--- src/rtl/rggen_backdoor_ctrl_pkg.sv ---
// Shared types for the register backdoor access controller.
package rggen_backdoor_ctrl_pkg;

  typedef enum logic [1:0] {
    ST_IDLE    = 2'd0,
    ST_WAIT    = 2'd1,
    ST_ACCESS  = 2'd2,
    ST_RELEASE = 2'd3
  } bd_state_e;

  function automatic logic is_access(input bd_state_e s);
    return (s == ST_ACCESS);
  endfunction

endpackage

--- src/rtl/rggen_backdoor_wait_counter.sv ---
// Saturating cycle counter measuring how long a backdoor request is held off.
module rggen_backdoor_wait_counter #(
  parameter int WIDTH = 16
) (
  input  logic             i_clk,
  input  logic             i_rst,
  input  logic             i_clear,
  input  logic             i_enable,
  output logic [WIDTH-1:0] o_count
);

  logic [WIDTH-1:0] r_count;

  function automatic logic [WIDTH-1:0] sat_inc(input logic [WIDTH-1:0] v);
    return (&v) ? v : v + WIDTH'(1);
  endfunction

  always_ff @(posedge i_clk) begin
    if (i_rst) begin
      r_count <= '0;
    end else if (i_clear) begin
      r_count <= '0;
    end else if (i_enable) begin
      r_count <= sat_inc(r_count);
    end
  end

  assign o_count = r_count;

endmodule

--- src/rtl/rggen_backdoor_ctrl.sv ---
// Arbitrates a backdoor field access against frontdoor bus traffic and
// applies it to the field as a single strobe, then acknowledges it.
module rggen_backdoor_ctrl
  import rggen_backdoor_ctrl_pkg::*;
#(
  parameter int DATA_WIDTH       = 32,
  parameter int WAIT_COUNT_WIDTH = 16
) (
  input  logic                        i_clk,
  input  logic                        i_rst,
  input  logic                        i_bd_request,
  input  logic                        i_bd_write,
  input  logic [DATA_WIDTH-1:0]       i_bd_mask,
  input  logic [DATA_WIDTH-1:0]       i_bd_data,
  output logic                        o_bd_ack,
  output logic [DATA_WIDTH-1:0]       o_bd_read_data,
  output logic [WAIT_COUNT_WIDTH-1:0] o_bd_wait_cycles,
  input  logic                        i_frontdoor_valid,
  output logic                        o_backdoor_valid,
  output logic                        o_pending_valid,
  output logic [DATA_WIDTH-1:0]       o_read_mask,
  output logic [DATA_WIDTH-1:0]       o_write_mask,
  output logic [DATA_WIDTH-1:0]       o_write_data,
  input  logic [DATA_WIDTH-1:0]       i_value
);

  bd_state_e             r_state;
  bd_state_e             w_next;
  logic                  w_capture;
  logic                  w_clear;
  logic                  w_enable;
  logic                  w_access;
  logic                  r_write;
  logic [DATA_WIDTH-1:0] r_mask;
  logic [DATA_WIDTH-1:0] r_data;
  logic [DATA_WIDTH-1:0] r_read_data;
  logic                  r_ack;

  always_ff @(posedge i_clk) begin
    if (i_rst) begin
      r_state <= ST_IDLE;
    end else begin
      r_state <= w_next;
    end
  end

  // A frontdoor access on the capture cycle sends the request to WAIT;
  // once in ACCESS the strobe is unconditional.
  always_comb begin
    w_next    = r_state;
    w_capture = 1'b0;
    w_clear   = 1'b0;
    w_enable  = 1'b0;
    case (r_state)
      ST_IDLE: begin
        if (i_bd_request) begin
          w_capture = 1'b1;
          w_clear   = 1'b1;
          w_next    = i_frontdoor_valid ? ST_WAIT : ST_ACCESS;
        end
      end
      ST_WAIT: begin
        w_enable = 1'b1;
        if (!i_frontdoor_valid) begin
          w_next = ST_ACCESS;
        end
      end
      ST_ACCESS: begin
        w_next = ST_RELEASE;
      end
      ST_RELEASE: begin
        if (!i_bd_request) begin
          w_next = ST_IDLE;
        end
      end
      default: begin
        w_next = ST_IDLE;
      end
    endcase
  end

  always_ff @(posedge i_clk) begin
    if (i_rst) begin
      r_write <= 1'b0;
      r_mask  <= '0;
      r_data  <= '0;
    end else if (w_capture) begin
      r_write <= i_bd_write;
      r_mask  <= i_bd_mask;
      r_data  <= i_bd_data;
    end
  end

  assign w_access = is_access(r_state);

  // Read data and ack are registered off the ACCESS cycle so they appear together.
  always_ff @(posedge i_clk) begin
    if (i_rst) begin
      r_read_data <= '0;
      r_ack       <= 1'b0;
    end else begin
      r_ack <= w_access;
      if (w_access) begin
        r_read_data <= i_value & r_mask;
      end
    end
  end

  rggen_backdoor_wait_counter #(
    .WIDTH (WAIT_COUNT_WIDTH)
  ) u_wait_counter (
    .i_clk    (i_clk),
    .i_rst    (i_rst),
    .i_clear  (w_clear),
    .i_enable (w_enable),
    .o_count  (o_bd_wait_cycles)
  );

  assign o_backdoor_valid = w_access;
  assign o_pending_valid  = (r_state == ST_WAIT);
  assign o_write_mask     = (w_access && r_write)  ? r_mask : '0;
  assign o_read_mask      = (w_access && !r_write) ? r_mask : '0;
  assign o_write_data     = w_access ? r_data : '0;
  assign o_bd_ack         = r_ack;
  assign o_bd_read_data   = r_read_data;

endmodule
--- config.mk ---
export PLATFORM = sky130hd
export DESIGN_NAME = rggen_backdoor_ctrl
export DESIGN_NICKNAME = d
export VERILOG_FILES = /design/src/rtl/rggen_backdoor_ctrl_pkg.sv /design/src/rtl/rggen_backdoor_wait_counter.sv /design/src/rtl/rggen_backdoor_ctrl.sv
export SDC_FILE = /design/constraint.sdc
export NUM_CORES = 1
export LEC_CHECK = 0
export ABC_AREA = 1
export CELL_PAD_IN_SITES_DETAIL_PLACEMENT = 0
export CELL_PAD_IN_SITES_GLOBAL_PLACEMENT = 1
export CORE_ASPECT_RATIO = 1.2
export CORE_UTILIZATION = 30
export CTS_CLUSTER_SIZE = 10
export DETAILED_ROUTE_END_ITERATION = 10
export GPL_ROUTABILITY_DRIVEN = 0
export HOLD_SLACK_MARGIN = 0.15
export PLACE_DENSITY = 0.87
export SETUP_SLACK_MARGIN = 0.5
export SYNTH_ARGS = -nofsm -noshare
export SYNTH_HDL_FRONTEND = slang
export SYNTH_SLANG_ARGS = --single-unit
--- constraint.sdc ---
create_clock -name i_clk -period 4.4 [get_ports i_clk]
set_input_delay 1.1 -clock i_clk [delete_from_list [all_inputs] [get_ports i_clk]]
set_output_delay 1.1 -clock i_clk [all_outputs]
set_load 0.05 [all_outputs]
==> results of run 1 <==
## metrics by stage
step           std cells  area, sq um  setup WS (ps)  power (W)   util
2_1_floorplan        749         5130           1020    0.00250      -
3_3_place_gp        1176         8000           1130    0.00316  0.476
3_5_place_dp        1176         8000           1040    0.00318  0.476
4_1_cts             1208         8580            588    0.00456  0.511
5_1_grt             1208         8660            610    0.00477  0.516
6_report            1208         8660            777    0.00450  0.516
## layer usage
metal,vias to the layer above,part of all wire,global-route usage
li1,2818,-,-
met4,0,0.029,0.0907
met1,2503,0.44,0.249
met5,-,0,0
met2,161,0.49,0.329
met3,28,0.047,0.0432
## Yosys cell counts (2+ instances only)
library cell,instances,area [sq um]
a21oi_1,79,395
buf_1,2,7.51
buf_2,5,25.0
buf_6,3,33.8
clkbuf_1,33,124
dfxtp_1,116,2320
ha_1,6,75.1
inv_1,80,300
inv_2,6,22.5
nand2_1,110,413
nand2_2,5,31.3
nand3_1,45,225
nand3_2,3,30.0
nand3b_1,3,22.5
nand4_1,2,12.5
nand4_2,2,25.0
nor2_1,165,619
nor2_2,2,12.5
nor2_4,2,22.5
nor3_1,3,15.0
o21ai_0,70,350
## registers in the layout, indices dropped and copies added, names as in the netlist
signal	cells
u_wait_counter.o_count	16
r_data	32
o_bd_read_data	32
r_state	2
r_mask	32
r_write	1
o_bd_ack	1
## final cells by class
cell class / count / area (sq um) / area share
clock buffer: 21 / 460 / 0.0532
clock inverter: 11 / 126 / 0.0146
inverter: 87 / 327 / 0.0377
multi-input combinational: 502 / 2290 / 0.265
sequential: 116 / 2320 / 0.268
tap: 216 / 270 / 0.0312
timing repair buffer: 255 / 2860 / 0.330
## how the worst max path moves through the flow
| stage | depth (start not counted) | endpoint | start |
|---|---|---|---|
| detailed placement | 6 | o_write_data[10] | r_state[0] |
| floorplan | 7 | o_read_mask[10] | r_state[0] |
| global route | 6 | o_write_data[15] | r_state[0] |
| global placement | 6 | o_write_data[28] | r_state[0] |
| CTS | 6 | o_write_data[10] | r_state[0] |
| finish | 6 | o_write_data[9] | r_state[0] |
## report_power, final
part / switching, W / leakage [nW] / internal [W]
Combinational: 0.00117 / 2.76 / 0.000585
Sequential: 0.000121 / 0.950 / 0.00126
Clock: 0.000498 / 0.276 / 0.000865
Total: 0.00179 / 3.99 / 0.00271
## tightest hold or removal path, delay by kind of cell, from the launching register on
family	cells	cell delay, ps
flip-flops	1	300
AO/OA/AOI/OAI	1	50
AND/OR/NAND/NOR	1	60
## kinds of logic after synthesis
group | share of synthesized area
AND/OR/NAND/NOR | 0.281
flip-flops | 0.453
AO/OA/AOI/OAI | 0.148
adder cells (fa/ha/maj) | 0.0146
XOR/XNOR | 0.00171
buffers and inverters | 0.102
## repair_timing
action | CTS | global route
gates resized for setup | 0 | 29
hold buffers | 0 | 0
setup endpoints to repair | 0 | 29
==> impl_metrics.env, run 1 <==
export IMPL_cp_start_kind="register"
export IMPL_wl_um=17400
export IMPL_die_area_sq_mm=0.0176
export IMPL_path_max_fanout=32
export IMPL_timing_final_crit_share=0.823
export IMPL_cts_tree="done"
export IMPL_clockBufferDepth=2
export IMPL_hold_start="o_bd_read_data[2]"
export IMPL_outcome="finished clean"
export IMPL_layout_commonest_cell="nor2_1"
export IMPL_fin_skew_ps=5.53
export IMPL_crit_chain="inv_1 > ha_2 > buf_6 > nand2_1 > inv_1 > clkdlybuf4s50_1"
export IMPL_dieHeight_um=145
export IMPL_tightest_slew_ps=1060
export IMPL_async_flop_share=0
export IMPL_rsz0062_at_grt="false"
export IMPL_rows=52
export IMPL_grt_pass1_wl_um=27500
export IMPL_drc_errors=0
export IMPL_nFillCells=1648
export IMPL_synthesis_area_sq_mm=0.00513
export IMPL_ff2ff_path_depth=6
export IMPL_synth_lib_cells_used_distinct=28
export IMPL_hold_viol_final=0
export IMPL_synth_nets=856
export IMPL_clock_sinks=116
export IMPL_area_delta_synth_final_pct=68.7
export IMPL_relSlewSlack=0.296
export IMPL_worstHoldPathCells=2
export IMPL_cp_required_ps=3300
export IMPL_pin_count=248
export IMPL_cts_buffers=17
export IMPL_insertion_delay_ps=410
export IMPL_path_delay_family="buffers and inverters"
export IMPL_viasPerCell=4.56
export IMPL_die_x_um=121
export IMPL_vias=5510
export IMPL_fin_crit_ps=3620
export IMPL_synth_seq_area_share=0.453
export IMPL_ff2ff_setup_slack_ps=2350
export IMPL_diodes=0
export IMPL_path_clk_slew_ps=50
export IMPL_p_per_area_mw_per_mm2=520
export IMPL_hold_slack_ps=463
export IMPL_worstSetupPathType="register to output port"
export IMPL_post_cts_buffers=0
export IMPL_cpMostUsedCell="inv_1"
export IMPL_final_max_slew_violation_count=0
export IMPL_cts_root_buf="clkbuf_16"
export IMPL_antenna_found_initial=0
export IMPL_tns_ps=0
export IMPL_postSynthCellCount=749
export IMPL_reg2reg_from="r_state[0]"
export IMPL_r2r_end="r_mask[0]"
export IMPL_core_sq_mm=0.0168
export IMPL_dr_pass1_iters=4
export IMPL_critPathArrivalTime_ps=2520
export IMPL_synth_edf_count=0
export IMPL_cap_violations=0
export IMPL_grt_ovfl_total=0
export IMPL_cp_end_kind="output port"
export IMPL_grt_pass1_vias=5193
export IMPL_place_hpwl_um=12400
export IMPL_setup_viol=0
export IMPL_hold_end="o_bd_read_data[2]"
export IMPL_wl_per_cell_um=14.4
export IMPL_ir_worst_vdd_v=0.000302
export IMPL_hold_class="register to register"
export IMPL_yosysWarningCount=0
export IMPL_mostFrequentLayoutCells="165 x nor2_1, 155 x clkdlybuf4s50_1, 116 x dfxtp_1"
export IMPL_grt_max_degree=67
export IMPL_htree_levels=4
export IMPL_leakagePower_nw=3.99
export IMPL_crit_slowest_cell="clkdlybuf4s50_1"
export IMPL_ys_ff_latch=116
export IMPL_start_util=0.306
export IMPL_worstPathBufferInverterCount=4
export IMPL_drt_initial_drc_count=301
export IMPL_max_freq_mhz=276
export IMPL_syn_avg_cell_area_sq_um=6.85
export IMPL_synth_flop_cell="dfxtp_1"
export IMPL_nets=1086
export IMPL_max_stage_delay_ps=790
export IMPL_io_buffers=247
export IMPL_drive_gt1_frac=0.125
export IMPL_grt_usage=0.201
export IMPL_postRouteAntennaNets=0
No activity file was read; power rests on OpenSTA's default activity.
==> run 2, diff against run 1 <==
- CORE_UTILIZATION: 30 -> 25
- PLACE_DENSITY: 0.87 -> 0.77
- clock period: 4.4 -> 3.2 ns (I/O delays scaled with it)
==> run 2 against run 1 <==
Cell area increased by 8.3%. Die area increased by 20%. Critical path type unchanged. Worst setup slack got worse by 220 ps. Power increased by 49%. Cell count increased by 5.0%. Register-to-register slack got worse by 950 ps. Critical endpoint is now o_read_mask[8]. Critical path depth increased by 1. Count of clock-buffer cells in the layout decreased by 3. Flip-flop and latch count unchanged. Combinational power increased by 61%. Clock power increased by 46%. Non-clock buffer count increased by 11.
==> impl_metrics.env, run 2 (synthesis gave the netlist of run 1 again) <==
export IMPL_outcome="finished clean"
export IMPL_dieHeight_um=159
export IMPL_cts_root_buf="clkbuf_16"
export IMPL_wl_met2_um=9690
export IMPL_nets=1098
export IMPL_start_util=0.254
export IMPL_timing_final_crit_share=0.826
export IMPL_final_max_slew_violation_count=0
export IMPL_grt_max_degree=98
export IMPL_drc_errors=0
export IMPL_antenna_found_initial=0
export IMPL_dp_slack_ps=452
export IMPL_cp_start_kind="register"
export IMPL_diodes=0
export IMPL_die_x_um=133
export IMPL_insertion_delay_ps=420
export IMPL_wl_per_cell_um=15.0
export IMPL_mostFrequentLayoutCells="148 x clkdlybuf4s50_1, 135 x nor2_1, 114 x dfxtp_1"
export IMPL_clockBufferDepth=2
export IMPL_critPathArrivalTime_ps=1840
export IMPL_dr_max_layer_used="met4"
export IMPL_postRouteAntennaNets=0
export IMPL_ir_worst_vdd_v=0.000384
export IMPL_vias=5585
export IMPL_drive_gt1_frac=0.205
export IMPL_cp_required_ps=2400
export IMPL_worstSetupPathType="register to output port"
export IMPL_pin_count=248
export IMPL_fin_crit_ps=2640
export IMPL_tns_ps=0
export IMPL_cts_buffers=17
export IMPL_path_max_fanout=8
export IMPL_cp_num_cells=7
export IMPL_worstPathBufferInverterCount=4
export IMPL_crit_chain="inv_4 > ha_4 > inv_4 > or2_4 > buf_8 > nor2_4 > buf_12"
export IMPL_power_total_w=0.00670
export IMPL_hold_slack_ps=457
export IMPL_viasPerCell=4.40
export IMPL_cts_tree="done"
export IMPL_cp_end_kind="output port"
export IMPL_wl_um=19100
export IMPL_max_freq_mhz=378
export IMPL_met1_length_um=7970
export IMPL_path_clk_slew_ps=60
export IMPL_leakagePower_nw=3.73
export IMPL_ff2ff_path_depth=8
export IMPL_place_hpwl_um=13300
export IMPL_crit_slowest_cell="dfxtp_4"
export IMPL_grt_pass1_vias=5271
export IMPL_hold_class="register to register"
export IMPL_rsz0062_at_grt="true"
export IMPL_die_area_sq_mm=0.0211
export IMPL_hold_buffers=0
export IMPL_relSlewSlack=0.615
export IMPL_grt_ovfl_total=0
export IMPL_area_delta_synth_final_pct=82.8
export IMPL_fin_skew_ps=7.04
export IMPL_clock_sinks=116
export IMPL_setup_viol=0
export IMPL_layout_commonest_cell="clkdlybuf4s50_1"
export IMPL_max_stage_delay_ps=350
export IMPL_dr_pass1_iters=5
export IMPL_htree_levels=4
export IMPL_io_buffers=247
export IMPL_p_per_area_mw_per_mm2=715
export IMPL_worst_slack_ps=556
export IMPL_path_delay_family="simple AND/OR/NAND/NOR gates"
export IMPL_grt_usage=0.183
export IMPL_cpMostUsedCell="inv_4"
export IMPL_hold_viol_final=0
export IMPL_grt_pass1_wl_um=29700
export IMPL_met3_length_um=824
export IMPL_core_sq_mm=0.0202
export IMPL_drt_initial_drc_count=228
export IMPL_cap_violations=0
export IMPL_rows=57
export IMPL_worstHoldPathCells=2
export IMPL_tightest_slew_ps=576
-- run 2: changes by cell type in the layout (fill, tap and decap cells not counted), moves of 5 or more --
cell / previous run / this run
nor2_1: 165 / 135
dlymetal6s2s_1: 28 / 0
buf_12: 33 / 67
nor2_4: 2 / 32
clkdlybuf4s50_1: 155 / 148
buf_4: 38 / 43
-- run 2: routing by layer --
metal | global-route usage | vias up
li1 | - | 2864
met1 | 0.211 | 2538
met2 | 0.319 | 152
met3 | 0.0430 | 31
met4 | 0.0841 | 0
met5 | 0 | -
-- run 2: final cells by class --
class | count | area [sq um]
well taps | 265 | 332
fillers | 2021 | 10800
clock inverters | 14 | 179
flip-flops and latches | 116 | 2330
repair buffers | 266 | 3230
clock buffers | 18 | 439
inverters | 87 | 332
multi-input cells | 503 | 2540
-- run 2: report_power, final --
| part | leakage [nW] | internal (W) | total [W] | switching, W |
|---|---|---|---|---|
| clock network | 0.293 | 0.00125 | 0.00198 | 0.000727 |
| logic | 2.49 | 0.000970 | 0.00283 | 0.00186 |
| registers | 0.951 | 0.00174 | 0.00190 | 0.000161 |
| total | 3.73 | 0.00396 | 0.00670 | 0.00274 |
-- run 2: tightest hold or removal path, stage by stage (launching register included) --
cell,delay (ps)
dfxtp_1,310
nand3_1,60
a21oi_1,50
-- run 2: through the flow --
stage	util	cells	cell area (sq um)
3_3_place_gp	0.428	1228	8640
4_1_cts	0.463	1268	9350
3_5_place_dp	0.428	1228	8640
5_1_grt	0.465	1269	9380
6_report	0.465	1269	9380
2_1_floorplan	-	749	5370
-- run 2: final timing paths --
path	from	endpoint	slack (ps)
setup / recovery	r_state[0]	o_read_mask[8]	560
hold / removal	r_mask[13]	o_bd_read_data[13]	460
setup reg to reg	r_state[1]	r_state[0]	1400
hold reg to reg	r_mask[13]	o_bd_read_data[13]	460
-- run 2: repair_timing --
| item | in CTS | in global routing |
|---|---|---|
| pin swaps | 1 | 2 |
| setup buffers | 7 | 1 |
| cloned | 1 | 0 |
| gates resized for setup | 9 | 6 |
| setup endpoints to repair | 78 | 39 |
==> run 3, diff against run 2 <==
- clock period: 3.2 -> 2.2 ns (I/O delays scaled with it)
==> run 3 against run 2 <==
The run now ends with negative setup slack left. Clock skew grew 3.1 ps. Sequential share of layout area shrank 2.3 points. Routed wire length grew 3.9%. Non-clock buffer count grew 11. Register-to-register slack lost 930 ps. First-iteration DRC count grew 16%. Cell count grew 0.79%.
==> impl_metrics.env, run 3 (synthesis gave the netlist of run 1 again) <==
export IMPL_io_buffers=247
export IMPL_grt_pass1_wl_um=30100
export IMPL_dieHeight_um=159
export IMPL_final_max_slew_violation_count=0
export IMPL_cts_root_buf="clkbuf_16"
export IMPL_grt_pass1_vias=5257
export IMPL_insertion_delay_ps=410
export IMPL_pin_count=248
export IMPL_setup_viol=67
export IMPL_layout_commonest_cell="dfxtp_1"
export IMPL_drt_initial_drc_count=265
export IMPL_hold_class="primary input to register"
export IMPL_start_util=0.254
export IMPL_dr_pass1_iters=4
export IMPL_cp_end_kind="output port"
export IMPL_antenna_found_initial=0
export IMPL_timing_final_crit_share=1.04
export IMPL_path_max_fanout=10
export IMPL_max_freq_mhz=437
export IMPL_viasPerCell=4.40
export IMPL_ir_worst_vdd_v=0.000604
export IMPL_relSlewSlack=0.706
export IMPL_hold_viol_final=0
export IMPL_path_delay_family="buffers and inverters"
export IMPL_crit_slowest_cell="dfxtp_2"
export IMPL_wl_per_cell_um=15.5
export IMPL_critPathArrivalTime_ps=1740
export IMPL_clock_sinks=116
export IMPL_cp_start_kind="register"
export IMPL_worstSetupPathType="register to output port"
export IMPL_path_clk_slew_ps=60
export IMPL_nets=1108
export IMPL_drc_errors=0
export IMPL_grt_max_degree=70
export IMPL_fin_crit_ps=2290
export IMPL_max_stage_delay_ps=330
export IMPL_cp_required_ps=1650
export IMPL_violations="negative setup slack"
export IMPL_worstPathBufferInverterCount=5
export IMPL_diodes=0
export IMPL_fin_skew_ps=10.2
export IMPL_rows=57
export IMPL_cts_buffers=17
export IMPL_drive_gt1_frac=0.373
export IMPL_power_total_w=0.0107
export IMPL_vias=5626
export IMPL_postRouteAntennaNets=0
export IMPL_area_delta_synth_final_pct=102
export IMPL_crit_chain="inv_2 > ha_4 > buf_4 > bufbuf_16 > nand2_2 > clkinvlp_4 > buf_12"
export IMPL_mostFrequentLayoutCells="106 x dfxtp_1, 104 x buf_12, 100 x nor2_1"
export IMPL_grt_ovfl_total=0
export IMPL_worst_slack_ps=-90.9
export IMPL_cap_violations=0
export IMPL_grt_usage=0.187
export IMPL_die_x_um=133
export IMPL_rsz0062_at_grt="true"
export IMPL_hold_buffers=0
export IMPL_die_area_sq_mm=0.0211
export IMPL_cts_tree="done"
export IMPL_tightest_slew_ps=441
export IMPL_core_sq_mm=0.0202
export IMPL_place_hpwl_um=13800
export IMPL_p_per_area_mw_per_mm2=1040
export IMPL_wl_um=19800
export IMPL_clockBufferDepth=2
export IMPL_hold_slack_ps=410
export IMPL_htree_levels=4
export IMPL_outcome="complete, but fails checks"
export IMPL_leakagePower_nw=3.78
run 3: cell types whose count changed in the layout (fill, tap and decap cells not counted), moves of 30 or more:
cell             before  now
clkdlybuf4s50_1     148   99
buf_12               67  104
nor2_1              135  100
nor2_4               32   67
clkinvlp_4            3   36
inv_1                78   45
nand2_1             110   77
nand2_2               4   35
buf_2                 1   31
run 3: power breakdown:
group,switching (W),internal [W],leakage [nW],total [W]
Combinational,0.00309,0.00195,2.53,0.00504
Sequential,0.000244,0.00253,0.955,0.00277
Clock,0.00106,0.00186,0.293,0.00292
run 3: stage by stage:
step	setup TNS [ps]	cell area (sq um)	cells	utilization	worst slack (ps)
2_1_floorplan	0	5840	749	-	82.9
3_3_place_gp	0	9500	1232	0.471	290
3_5_place_dp	0	9500	1232	0.471	274
4_1_cts	-6020	10400	1271	0.514	-155
5_1_grt	-9640	10400	1279	0.513	-161
6_report	-2920	10400	1279	0.513	-90.9
run 3: what timing repair did:
item | CTS | global route
pin swaps | 8 | 4
cloned | 3 | 2
resized for setup | 206 | 53
setup endpoints to repair | 141 | 159
setup buffers | 4 | 6
run 3: worst paths after layout:
path | slack (ps) | from | end | cells past startpoint
setup reg to reg | 470 | r_state[0] | o_bd_read_data[21] | 7
hold reg to reg | 460 | o_bd_read_data[5] | o_bd_read_data[5] | 2
setup / recovery | -90 | r_state[0] | o_write_data[31] | 7
hold / removal | 410 | i_rst | r_state[0] | 2
run 3: area by class of cell:
type	instances	area, sq um
Clock buffer	19	453
Multi-Input combinational cell	502	2910
Inverter	87	452
Sequential cell	116	2340
Tap cell	265	332
Timing Repair Buffer	277	3700
Fill cell	1916	9830
Clock inverter	13	173
run 3: metal layers:
metal	wire length (um)	share of wire	GRT usage	vias to the layer above
li1	-	-	-	2877
met1	8120	0.41	0.220	2561
met2	10100	0.51	0.322	157
met3	1040	0.053	0.0500	31
met4	501	0.025	0.0705	0
met5	0	0	0	-
